[src/rtl/fma_pkg.sv]
// Shared definitions for the FMA product stage: product word layout,
// exponent limits and the sequential multiplier state encoding.
package fma_pkg;

  localparam int unsigned PROD_W       = 57;
  localparam int unsigned SIGN_POS     = 56;
  localparam int unsigned EXP_HI       = 55;
  localparam int unsigned EXP_LO       = 48;
  localparam int unsigned MANT_HI      = 47;
  localparam int unsigned EXP_W        = 8;
  localparam int unsigned MANT_W       = 48;
  localparam int unsigned OPND_MANT_W  = 24;

  localparam int unsigned EXP_OVF_LIM  = 382;
  localparam int unsigned EXP_UDF_LIM  = 104;
  localparam int unsigned EXP_BIAS_ADJ = 126;

  typedef enum logic [1:0] {
    IDLE = 2'd0,
    BUSY = 2'd1,
    DONE = 2'd2
  } state_t;

  // Unrounded product word as consumed by the add stage.
  typedef struct packed {
    logic              sign;
    logic [EXP_W-1:0]  exp;
    logic [MANT_W-1:0] mant;
  } prod_t;

endpackage

[src/rtl/fma_prod_exp.sv]
// Product sign/exponent and overflow/underflow classification from the
// sign+exponent fields {sign, exp[7:0]} of both operands.
module fma_prod_exp
  import fma_pkg::*;
(
  input  logic [8:0]       a_se,
  input  logic [8:0]       b_se,
  output logic             sign,
  output logic [EXP_W-1:0] exp,
  output logic             ovf,
  output logic             udf
);

  logic [8:0] sum_c;

  // 9-bit sum cannot wrap: max 255 + 255 = 510.
  assign sum_c = {1'b0, a_se[7:0]} + {1'b0, b_se[7:0]};
  assign sign  = a_se[8] ^ b_se[8];
  assign ovf   = sum_c > 9'(EXP_OVF_LIM);
  assign udf   = sum_c < 9'(EXP_UDF_LIM);
  assign exp   = ovf ? 8'hFF
               : udf ? 8'h00
               : 8'(sum_c - 9'(EXP_BIAS_ADJ));

endmodule

[src/rtl/fma_seq_mult.sv]
// Sequential radix-2 shift-add 24x24 mantissa multiplier producing the
// unrounded {sign, exp, mant} word for the FMA add stage.
module fma_seq_mult
  import fma_pkg::*;
#(
  parameter int unsigned ITER = 24
) (
  input  logic               clk,
  input  logic               rst_n,
  input  logic               in_valid,
  output logic               in_ready,
  input  logic [31:0]        float_a,
  input  logic [31:0]        float_b,
  output logic               out_valid,
  input  logic               out_ready,
  output logic [PROD_W-1:0]  product
);

  localparam int unsigned CNT_W = $clog2(ITER);

  state_t                   state;
  logic [CNT_W-1:0]         cnt;
  logic [MANT_W-1:0]        acc;
  logic [MANT_W-1:0]        mcand;
  logic [OPND_MANT_W-1:0]   mplier;
  logic                     sign_q;
  logic [EXP_W-1:0]         exp_q;
  prod_t                    prod_q;

  logic                     pe_sign_c;
  logic [EXP_W-1:0]         pe_exp_c;
  logic                     pe_ovf_c;
  logic                     pe_udf_c;
  logic [OPND_MANT_W-1:0]   ma_c;
  logic [OPND_MANT_W-1:0]   mb_c;
  logic [MANT_W-1:0]        acc_add_c;

  fma_prod_exp u_prod_exp (
    .a_se (float_a[31:23]),
    .b_se (float_b[31:23]),
    .sign (pe_sign_c),
    .exp  (pe_exp_c),
    .ovf  (pe_ovf_c),
    .udf  (pe_udf_c)
  );

  // Hidden bit restored only for non-zero exponents.
  assign ma_c      = {|float_a[30:23], float_a[22:0]};
  assign mb_c      = {|float_b[30:23], float_b[22:0]};
  assign acc_add_c = mplier[0] ? acc + mcand : acc;
  assign product   = prod_q;

  always_ff @(posedge clk or negedge rst_n) begin
    if (!rst_n) begin
      state     <= IDLE;
      cnt       <= '0;
      acc       <= '0;
      mcand     <= '0;
      mplier    <= '0;
      sign_q    <= 1'b0;
      exp_q     <= '0;
      prod_q    <= '0;
      in_ready  <= 1'b1;
      out_valid <= 1'b0;
    end else begin
      case (state)
        IDLE: begin
          if (in_valid) begin
            sign_q   <= pe_sign_c;
            exp_q    <= pe_exp_c;
            acc      <= '0;
            mcand    <= MANT_W'(ma_c);
            mplier   <= mb_c;
            cnt      <= '0;
            in_ready <= 1'b0;
            // Out-of-range exponents bypass the loop entirely.
            if (pe_ovf_c || pe_udf_c) begin
              prod_q    <= '{sign: pe_sign_c, exp: pe_exp_c, mant: {MANT_W{pe_ovf_c}}};
              out_valid <= 1'b1;
              state     <= DONE;
            end else begin
              state <= BUSY;
            end
          end
        end
        BUSY: begin
          acc    <= acc_add_c;
          mcand  <= mcand << 1;
          mplier <= mplier >> 1;
          cnt    <= CNT_W'(cnt + 1'b1);
          if (cnt == CNT_W'(ITER - 1)) begin
            prod_q    <= '{sign: sign_q, exp: exp_q, mant: acc_add_c};
            out_valid <= 1'b1;
            state     <= DONE;
          end
        end
        DONE: begin
          if (out_ready) begin
            out_valid <= 1'b0;
            in_ready  <= 1'b1;
            state     <= IDLE;
          end
        end
        default: begin
          out_valid <= 1'b0;
          in_ready  <= 1'b1;
          state     <= IDLE;
        end
      endcase
    end
  end

endmodule

[config.mk]
export PLATFORM = sky130hd
export DESIGN_NAME = fma_seq_mult
export DESIGN_NICKNAME = d
export VERILOG_FILES = /design/src/rtl/fma_pkg.sv /design/src/rtl/fma_prod_exp.sv /design/src/rtl/fma_seq_mult.sv
export SDC_FILE = /design/constraint.sdc
export NUM_CORES = 1
export LEC_CHECK = 0
export ABC_CLOCK_PERIOD_IN_PS = 4200
export CORE_ASPECT_RATIO = 1.5
export CORE_MARGIN = 2
export CORE_UTILIZATION = 45
export CTS_BUF_LIST = sky130_fd_sc_hd__clkbuf_8
export CTS_CLUSTER_SIZE = 30
export DETAILED_ROUTE_END_ITERATION = 6
export GPL_TIMING_DRIVEN = 0
export PLACE_DENSITY = 0.66
export SLEW_MARGIN = 20
export SYNTH_ARGS = -nofsm -noshare
export SYNTH_HDL_FRONTEND = slang
export SYNTH_SLANG_ARGS = --single-unit
[constraint.sdc]
create_clock -name clk -period 4.2 [get_ports clk]
set_input_delay 0.42 -clock clk [delete_from_list [all_inputs] [get_ports clk]]
set_output_delay 0.42 -clock clk [all_outputs]
set_load 0.05 [all_outputs]
**Word-level counts from Yosys, hierarchy flattened**

Index checks and enable logic that the tools add are counted.
W data, S select, Z words.

- Add/subtract/negate cells: 4
- Magnitude comparators: 2
- Eq/ne operators: 7
- Mux-type cells: 28
- Bitwise logic cells: 2
- Reductions and logical operators: 11

Operator list:

| kind | count |
|---|---|
| $pmux W48 S2 | 2 |
| $mux W57 | 3 |
| $mux W48 | 3 |
| $pmux W57 S2 | 1 |
| $add A48 B48 Y48 | 1 |
| $pmux W24 S2 | 1 |
| $mux W24 | 1 |
| $mux W8 | 2 |
| $reduce_or A8 Y1 | 2 |
| $pmux W5 S2 | 1 |
| $add A8 B8 Y9 | 1 |
| $gt A9 B9 Y1 const B | 1 |
| $lt A9 B7 Y1 const B | 1 |
| $mux W2 | 4 |
| $ne A2 B2 Y1 const B | 4 |
| $reduce_and A4 Y1 | 2 |
| $sub A8 B7 Y8 const B | 1 |
| $mux W1 | 6 |
| $pmux W1 S3 | 2 |
| $pmux W2 S3 | 1 |
| $reduce_and A3 Y1 | 2 |
| $add A5 B1 Y5 const B | 1 |
| $eq A5 B5 Y1 const B | 1 |
| $mux W5 | 1 |
| 8 further kinds | 9 |

- Flip-flop bits (word level): 195
- Input bits: 68
- Output and inout port bits: 59
- Logic and storage cells: 66

**Longest topological paths before layout**

- Depth in word-level cells: 7
- Mapped depth: 15
- Depth with buffers taken out: 13

**Modules after synthesis**

A second synthesis with hierarchy kept.

- Cells, all modules: 1331
- Area total of the unflattened synthesis: 11731.3 um2

By module, submodules not included:

| module | instances | cells each | area each (um2) |
|---|---|---|---|
| fma_seq_mult | 1 | 1249 | 11105.7 |
| fma_prod_exp | 1 | 82 | 625.6 |

**Least setup slack after synthesis**

Ideal clock, no wire load.

- Path kind: input -> register
- Start point: in float_a[23]
- End point: reg prod_q, in the netlist product[16]
- Library setup time: 0.118 ns
- Arrival time: 3.083 ns
- Required time: 4.082 ns
- Path slack: 0.999 ns
- Stages on the path: 15
- Path buffers: 3
- Path through: ha_1 > fa_1 > a211oi_2 > o21ai_1 > a221o_1 > nor2b_2 > a211o_1 > buf_6 > nor2b_4 > nand2b_4 > a21o_1 > buf_6 > buf_6 > a211oi_2 > a21o_1

- Cells in the longest elaborated chain, start to end: 5

Ends and longest elaborated chain:

| item | RTL line | text |
|---|---|---|
| start: declaration | fma_seq_mult.sv:12 | `input logic [31:0] float_a,` |
| $add A8 B8 Y9 * | fma_prod_exp.sv:17 | `assign sum_c = {1'b0, a_se[7:0]} + {1'b0, b_se[7:0]};` |
| $gt A9 B9 Y1 / $lt A9 B7 Y1 (equally long branches) | fma_prod_exp.sv:19, fma_prod_exp.sv:20 |  |
| $mux W57 / $logic_or A1 B1 Y1 (equally long branches) | fma_seq_mult.sv:77 | `if (pe_ovf_c \|\| pe_udf_c) begin` |
| $mux W57 / $ne A2 B2 Y1 (equally long branches) | - |  |
| $pmux W57 S2 / $reduce_and A4 Y1 (equally long branches) | - |  |
| end signal: assignment | fma_seq_mult.sv:78 | `prod_q <= '{sign: pe_sign_c, exp: pe_exp_c, mant: {MANT_W{pe_ovf_c}}};` |
| end signal: assignment | fma_seq_mult.sv:92 | `prod_q <= '{sign: sign_q, exp: exp_q, mant: acc_add_c};` |
| end: declaration | fma_seq_mult.sv:28 | `prod_t prod_q;` |

Mark *: on every way between the ends. The rest lies on a longest branch, timed or not. The select of a mux whose other input is x is not followed.
A chain may end at the register's enable or synchronous reset.

**Worst setup path after layout**

- Start point: reg mcand[0]
- End point: reg prod_q, in the netlist product[44]

- Cells in the longest elaborated chain, start to end: 4

Ends and longest elaborated chain:

| item | RTL line | text |
|---|---|---|
| start: declaration | fma_seq_mult.sv:24 | `logic [MANT_W-1:0] mcand;` |
| start signal: assignment | fma_seq_mult.sv:72 | `mcand <= MANT_W'(ma_c);` |
| start signal: assignment | fma_seq_mult.sv:88 | `mcand <= mcand << 1;` |
| $add A48 B48 Y48 | fma_seq_mult.sv:50 | `assign acc_add_c = mplier[0] ? acc + mcand : acc;` |
| $mux W48 | fma_seq_mult.sv:50 |  |
| $mux W57 | fma_seq_mult.sv:91 | `if (cnt == CNT_W'(ITER - 1)) begin` |
| $pmux W57 S2 | fma_seq_mult.sv:66 | `case (state)` |

Every way passes these cells. The select of a mux whose other input is x is not followed.

==> key figures <==
Run status
  • Status: completed

STA
  • Fmax achieved: 261 MHz
  • Clock skew: 24.4 ps
  • RSZ-0062 raised after global routing: false
  • Final setup viols: 0
  • Final worst-path cycle share: 91.2%
  • Fin. Hold Viols: 0
  • Slew @ Worst Pin: 901 ps
  • Tmin final: 3830 ps
  • Worst hold margin: 377 ps
  • Slew Viols, Final: 0
  • Slew headroom: 39.9%

Global route
  • Vias in the first global route: 10100
  • Largest net degree at the start of global routing: 90
  • First-pass GRT wire length: 52.3 mm
  • Tot GR Track Use: 25.0%
  • Initial antenna violation count: 0
  • Congestion Overflow GR: 0

Detailed routing
  • DRT Pass-1 Iters: 7
  • Avg WL per Cell: 18.9 um
  • Final WL: 32.5 mm
  • Vias per inst: 5.74
  • Drt drc: 0
  • Drt first-iter violations: 655
  • Vias: 9878
  • ANT nets after route: 0

Floorplanning
  • Die Y-Extent: 200 um
  • Die Width: 135 um
  • # rows: 71
  • Die area: 0.0269 mm2
  • Boundary Pins: 127
  • Core area: 0.0251 mm2
  • Initial Util: 45.7%

Power
  • Max IR drop VDD: 0.365 mV
  • Pwr/cell area: 741 mW/mm2
  • Leakage power: 0.00628 uW

Clocking
  • H-tree depth: 4
  • Clock-pin slew of the registers on the worst-case setup and hold paths: 110 ps
  • CTS Root Cell: clkbuf_8
  • TritonCTS clock tree: yes
  • CTS-repair resized insts: 0
  • CTS Sinks: 195
  • Clock Latency Late Sink: 500 ps
  • CTS buffer count: 17
  • Worst-case clock buffer depth: 2

Logic synthesis
  • Share of the synthesized area in the top cell type: 42.2%
  • Cell type with the largest total area after synthesis: dfrtp_1
  • Async set or reset register ratio after synthesis: 100%
  • Part of the Yosys area used for sequential elements: 42.5%
  • Netlist cell types: 79
  • Synth Register Bits: 195
  • Warnings from Yosys: 0
  • Largest cells by area after synthesis: dfrtp_1 (42%), ha_1 (6.2%), mux2i_1 (5.7%)
  • Top_reg_cell synth: dfrtp_1
  • Post-Syn Area: 0.0115 mm2
  • EDFF count, synth: 0
  • Synth Instances: 1231
  • Syn nets: 1358
  • Syn Area/Cell: 9.34 um2

Hold path
  • Min-Delay Path Class: primary input to asynchronous set/reset pin

Critical path
  • Arrival time of the worst setup path: 4220 ps
  • Slowest-stage cell, CP: dfrtp_1
  • Critical path required time: 4590 ps
  • FF-to-FF Start: mcand[0]
  • Critical path's top delay family: compound AO/OA/AOI/OAI gates
  • Endpoint type of the worst setup path: flop
  • Crit path from: mcand[0]
  • Cell-by-cell trace of the critical path: ha_1 > fa_1 > a21oi_1 > o21bai_1 > a211oi_4 > o22ai_1 > a41oi_2 > o21ai_1 > a31oi_1 > o21ai_1 > mux2_2 > a31oi_1
  • CP max FO: 5
  • Slowest stage delay, CP: 440 ps
  • Crit Path Class: flop to flop
  • CP Buf/Inv Count: 0
  • Worst setup SP type: flop

Place
  • DP HPWL: 24.9 mm
  • Placer Congestion: 0.902
  • IO Port Bufs: 126

Layout
  • Commonest non-fill, non-tap cell in the layout: dfrtp_1
  • # nets final: 1506
  • Area Growth Syn to Fin: 18.7%
  • Post-layout util: 54.3%
  • Antenna cells: 0
  • Share of cells above drive strength 1: 5.68%
  • Multi-input gate area: 0.00624 mm2
  • Most frequent cells in the layout: dfrtp_1 (194), nand2_1 (168), clkdlybuf4s50_1 (125), a21oi_1 (101), nor2_1 (100)
  • Fill cells: 2358
  • Register Area: 0.00488 mm2

Flow run
  • Max Cap Violations: 0
## routing by layer
layer	share of wire, %	GRT usage [%]	wire length (um)
met3	4.5	4.32	1450
met5	0	0	0
met1	39	29.2	12800
met2	52	44.8	16800
met4	4.4	11.3	1440
## kinds of logic (layout without fill, tap and decap cells)
kind of cell	count (synthesis)	in the layout	share of synthesized area, %
xor gates and xnor gates	51	51	3.89
buffers and inverters	88	249	3.32
adders and majority gates	59	59	6.55
AOI/OAI and AO/OA	427	427	24.9
and+or+nand+nor	343	343	12.9
muxes	68	68	5.94
DFF	195	195	42.5
## Yosys cell counts (14+ instances only)
cell type,instances
nand2_1,168
o22a_1,15
nor2_1,100
dfrtp_1,194
inv_1,14
clkbuf_1,54
o21ai_1,22
a31oi_1,20
xnor2_1,24
xor2_1,27
nand3_1,17
a21o_1,52
ha_1,57
o21ai_0,85
a21oi_1,101
mux2i_1,66
a22o_1,29
## per-stage QoR
stage / worst slack, ps / total power [uW] / instance area [um2] / setup TNS [ps] / instances
global route: 234 / 10800 / 13600 / 0 / 1720
global placement: -5740 / 8780 / 13200 / -1112460 / 1685
floorplan: 999 / 7040 / 11500 / 0 / 1231
CTS: 406 / 10200 / 13600 / 0 / 1720
detailed placement: 51.3 / 8890 / 13200 / 0 / 1687
finish: 372 / 10100 / 13600 / 0 / 1720
## path summary, 6_finish.rpt
check,slack (ps),to,cells after the start
max,370,product[44],12
min in group clk,490,product[54],1
max in group asynchronous,3090,mplier[3],3
min,380,mcand[41],2
max reg2reg,370,product[44],12
min reg2reg,490,product[54],1
## sequential cells by signal, summed over array words and instances (netlist names)
name	flops
in_ready	1
product	57
mplier	24
mcand	48
state	2
exp_q	8
acc	48
cnt	5
out_valid	1
sign_q	1
## area by class of cell
type | instances | area share (%)
inverters | 14 | 0.385
clock inverters | 15 | 1.26
well taps | 328 | 3.01
clock buffers | 17 | 1.71
plain buffers | 74 | 2.41
flip-flops and latches | 195 | 35.8
multi-input cells | 948 | 45.7
repair buffers | 129 | 9.75
## report_power, final
group | switching, uW | leakage [uW] | internal, uW
Combinational | 3710 | 0.00365 | 2050
Sequential | 499 | 0.00243 | 2580
Clock | 773 | 0.000196 | 500
## worst register-to-register path, delay by kind of cell (launching register included)
kind                       cells  cell delay (ps)
muxes                          1              310
AOI/OAI and AO/OA              9             2310
adders and majority gates      2              660
DFF                            1              440
## what timing repair did
| item | 4_1_cts | 5_1_grt |
|---|---|---|
| hold buffers | 1 | 0 |
| hold endpoints to repair | 26 | 0 |
| buffers inserted | 0 | 0 |
Power figures use the tool's default switching activity.
==> RTL change, RTL diff (same flow settings) <==
Re-encode `state_t` (3 states) as one-hot, 3 bits wide.
--- a/src/rtl/fma_pkg.sv
+++ b/src/rtl/fma_pkg.sv
@@ -15,10 +15,10 @@
   localparam int unsigned EXP_UDF_LIM  = 104;
   localparam int unsigned EXP_BIAS_ADJ = 126;
 
-  typedef enum logic [1:0] {
-    IDLE = 2'd0,
-    BUSY = 2'd1,
-    DONE = 2'd2
+  typedef enum logic [2:0] {
+    IDLE = 3'b001,
+    BUSY = 3'b010,
+    DONE = 3'b100
   } state_t;
 
   // Unrounded product word as consumed by the add stage.
Function: no difference found for any inputs over 4 cycles, from zero or initial values and one cycle with rst_n low; so few cycles prove little.
==> RTL change against the unedited design <==
- the flow now finishes with violations (DRC)
- total power shrank 2.9%
- routed wire length is 11% higher
- sequential cell count up 1
- cell area up 1.5%
- core utilization is 0.33 points lower
- cell count increased by 9.0%
- worst setup slack got worse by 0.054 ns
- synthesized area grew 2.0%
- highest routed layer unchanged
- via count up 8.6%
==> RTL change: results (changes against the unedited design) <==
Run status
  – Status: finished with violations
  – Failing checks: DRC

Power
  – Combinational Power: 5.38 mW (-6.6%)
  – VDD IR max: 0.000391 V (+7.1%)
  – Leak: 6.55 nW (+4.4%)

Detailed routing
  – Routed wire per std cell: 19.3 um (+2.0%)
  – Drt initial violations: 530 (-19%)
  – Met3 wire len: 1230 um (-15%)
  – Total number of vias: 10,730 (+8.6%)
  – Vias per cell: 5.73 (-0.30%)
  – Remaining DRCs: 5 (+5)
  – Wire length on met1: 14,500 um (+13%)
  – Met2 wire length: 18,900 um (+12%)

Finish
  – Share of layout cells above drive strength 1: 4.93% (-0.74 points)
  – Multi-input combinational gate total: 1,087 (+15%)
  – Layout sequential cell count: 196 (+0.51%)
  – Clock-cell share: 2.76% (-0.21 points)
  – Sequential share of cell area: 35.4% (-0.34 points)
  – Signal buf overhead: 12.1% (-0.082 points)
  – Layout Nets: 1,655 (+9.9%)
  – Fillers: 2,510 (+6.4%)
  – Invs w/o clock: 18 (+4)
  – Multi-input combinational area share: 46.2% (+0.53 points)
  – Non-clk bufs: 208 (+2.5%)

Global route
  – GR Util met3: 3.70% (-0.61 points)
  – GRT met1 Usage: 32.2% (+3.0 points)
  – Total Routing Usage GR: 27.4% (+2.4 points)
  – First-pass GRT wire length: 58,000 um (+11%)
  – Largest net degree at the start of global routing: 90 (unchanged)

Clock tree
  – Post-CTS setup buffers: 0 (unchanged)
  – CTS Buffer Depth: 2 (unchanged)
  – Post-CTS sizing: 0 (unchanged)

Timing
  – WHS: 0.371 ns (-0.00632 ns)
  – PnR worst setup slack: 0.317 ns (-0.0541 ns)
  – Final clock skew: 0.0158 ns (-0.00860 ns)
  – Worst rel slew slack: 40.3% (+0.39 points)

Place
  – Placed cells: 1,841 (+9.1%)
  – Final GP Congestion: 0.924 (+2.5%)
  – Pre-CTS WS: -0.154 ns (-0.205 ns)
  – HPWL after detailed placement: 27,900 um (+12%)
  – PortBufs: 126 (unchanged)

Setup path
  – Crit-path slowest cell: clkbuf_1
  – Worst setup path end: product[27]
  – Worst EP arrival: 4.30 ns (+0.08 ns)
  – Worst path max stage delay: 0.64 ns (+0.20 ns)
  – Reg2reg setup slack: 0.51 ns (+0.14 ns)
  – CP Launch Point: float_a[23]
  – Critical path peak fanout: 10 (+5)
  – R2r startpoint: mcand[7]
  – Cell family with most CP delay: simple AND/OR/NAND/NOR gates
  – R2r endpoint: product[47]
  – R2R depth: 10 (-2)

Synthesis
  – Post-Synthesis Cells: 1,380 (+12%)
  – Top cells by count, synth: nand2_1, dfrtp_1, nor2_1
  – Synth top area cells: dfrtp_1, nand2_1, ha_1
  – Distinct cells, synth: 71 (-10%)
  – Net Count, Synth: 1,507 (+11%)
  – Seq/Total Area, Yosys: 41.9% (-0.59 points)
-- RTL change: cell count changes after synthesis, sizes merged, moves of 8 or more --
cell / before / now
o21a: 9 / 1
nor2: 100 / 151
mux2i: 66 / 25
a31oi: 20 / 68
nand2: 168 / 298
a22o: 30 / 6
o21ai: 107 / 89
a21oi: 103 / 93
-- RTL change: per-stage QoR --
step                      instance area [um2]  power (mW)  util (%)   TNS, ns
after detailed placement                13500        8.60      52.4     -1.52
after global routing                    13900        10.5      54.0         0
after CTS                               13900        9.87      54.0         0
after floorplan                         11700        6.81         -         0
final                                   13900        9.82      54.0         0
after global placement                  13400        8.50      52.2  -1086.24
-- RTL change: kinds of logic (layout without fill, tap and decap cells) --
logic type                 after synthesis  count (layout)  synth area share [%]
and+or+nand+nor                        549             549                  19.9
AOI/OAI and AO/OA                      405             405                  22.5
DFF                                    196             196                  41.9
buffers and inverters                   97             258                  3.50
adders and majority gates               59              59                  6.43
xor gates and xnor gates                45              45                  3.36
muxes                                   29              29                  2.52
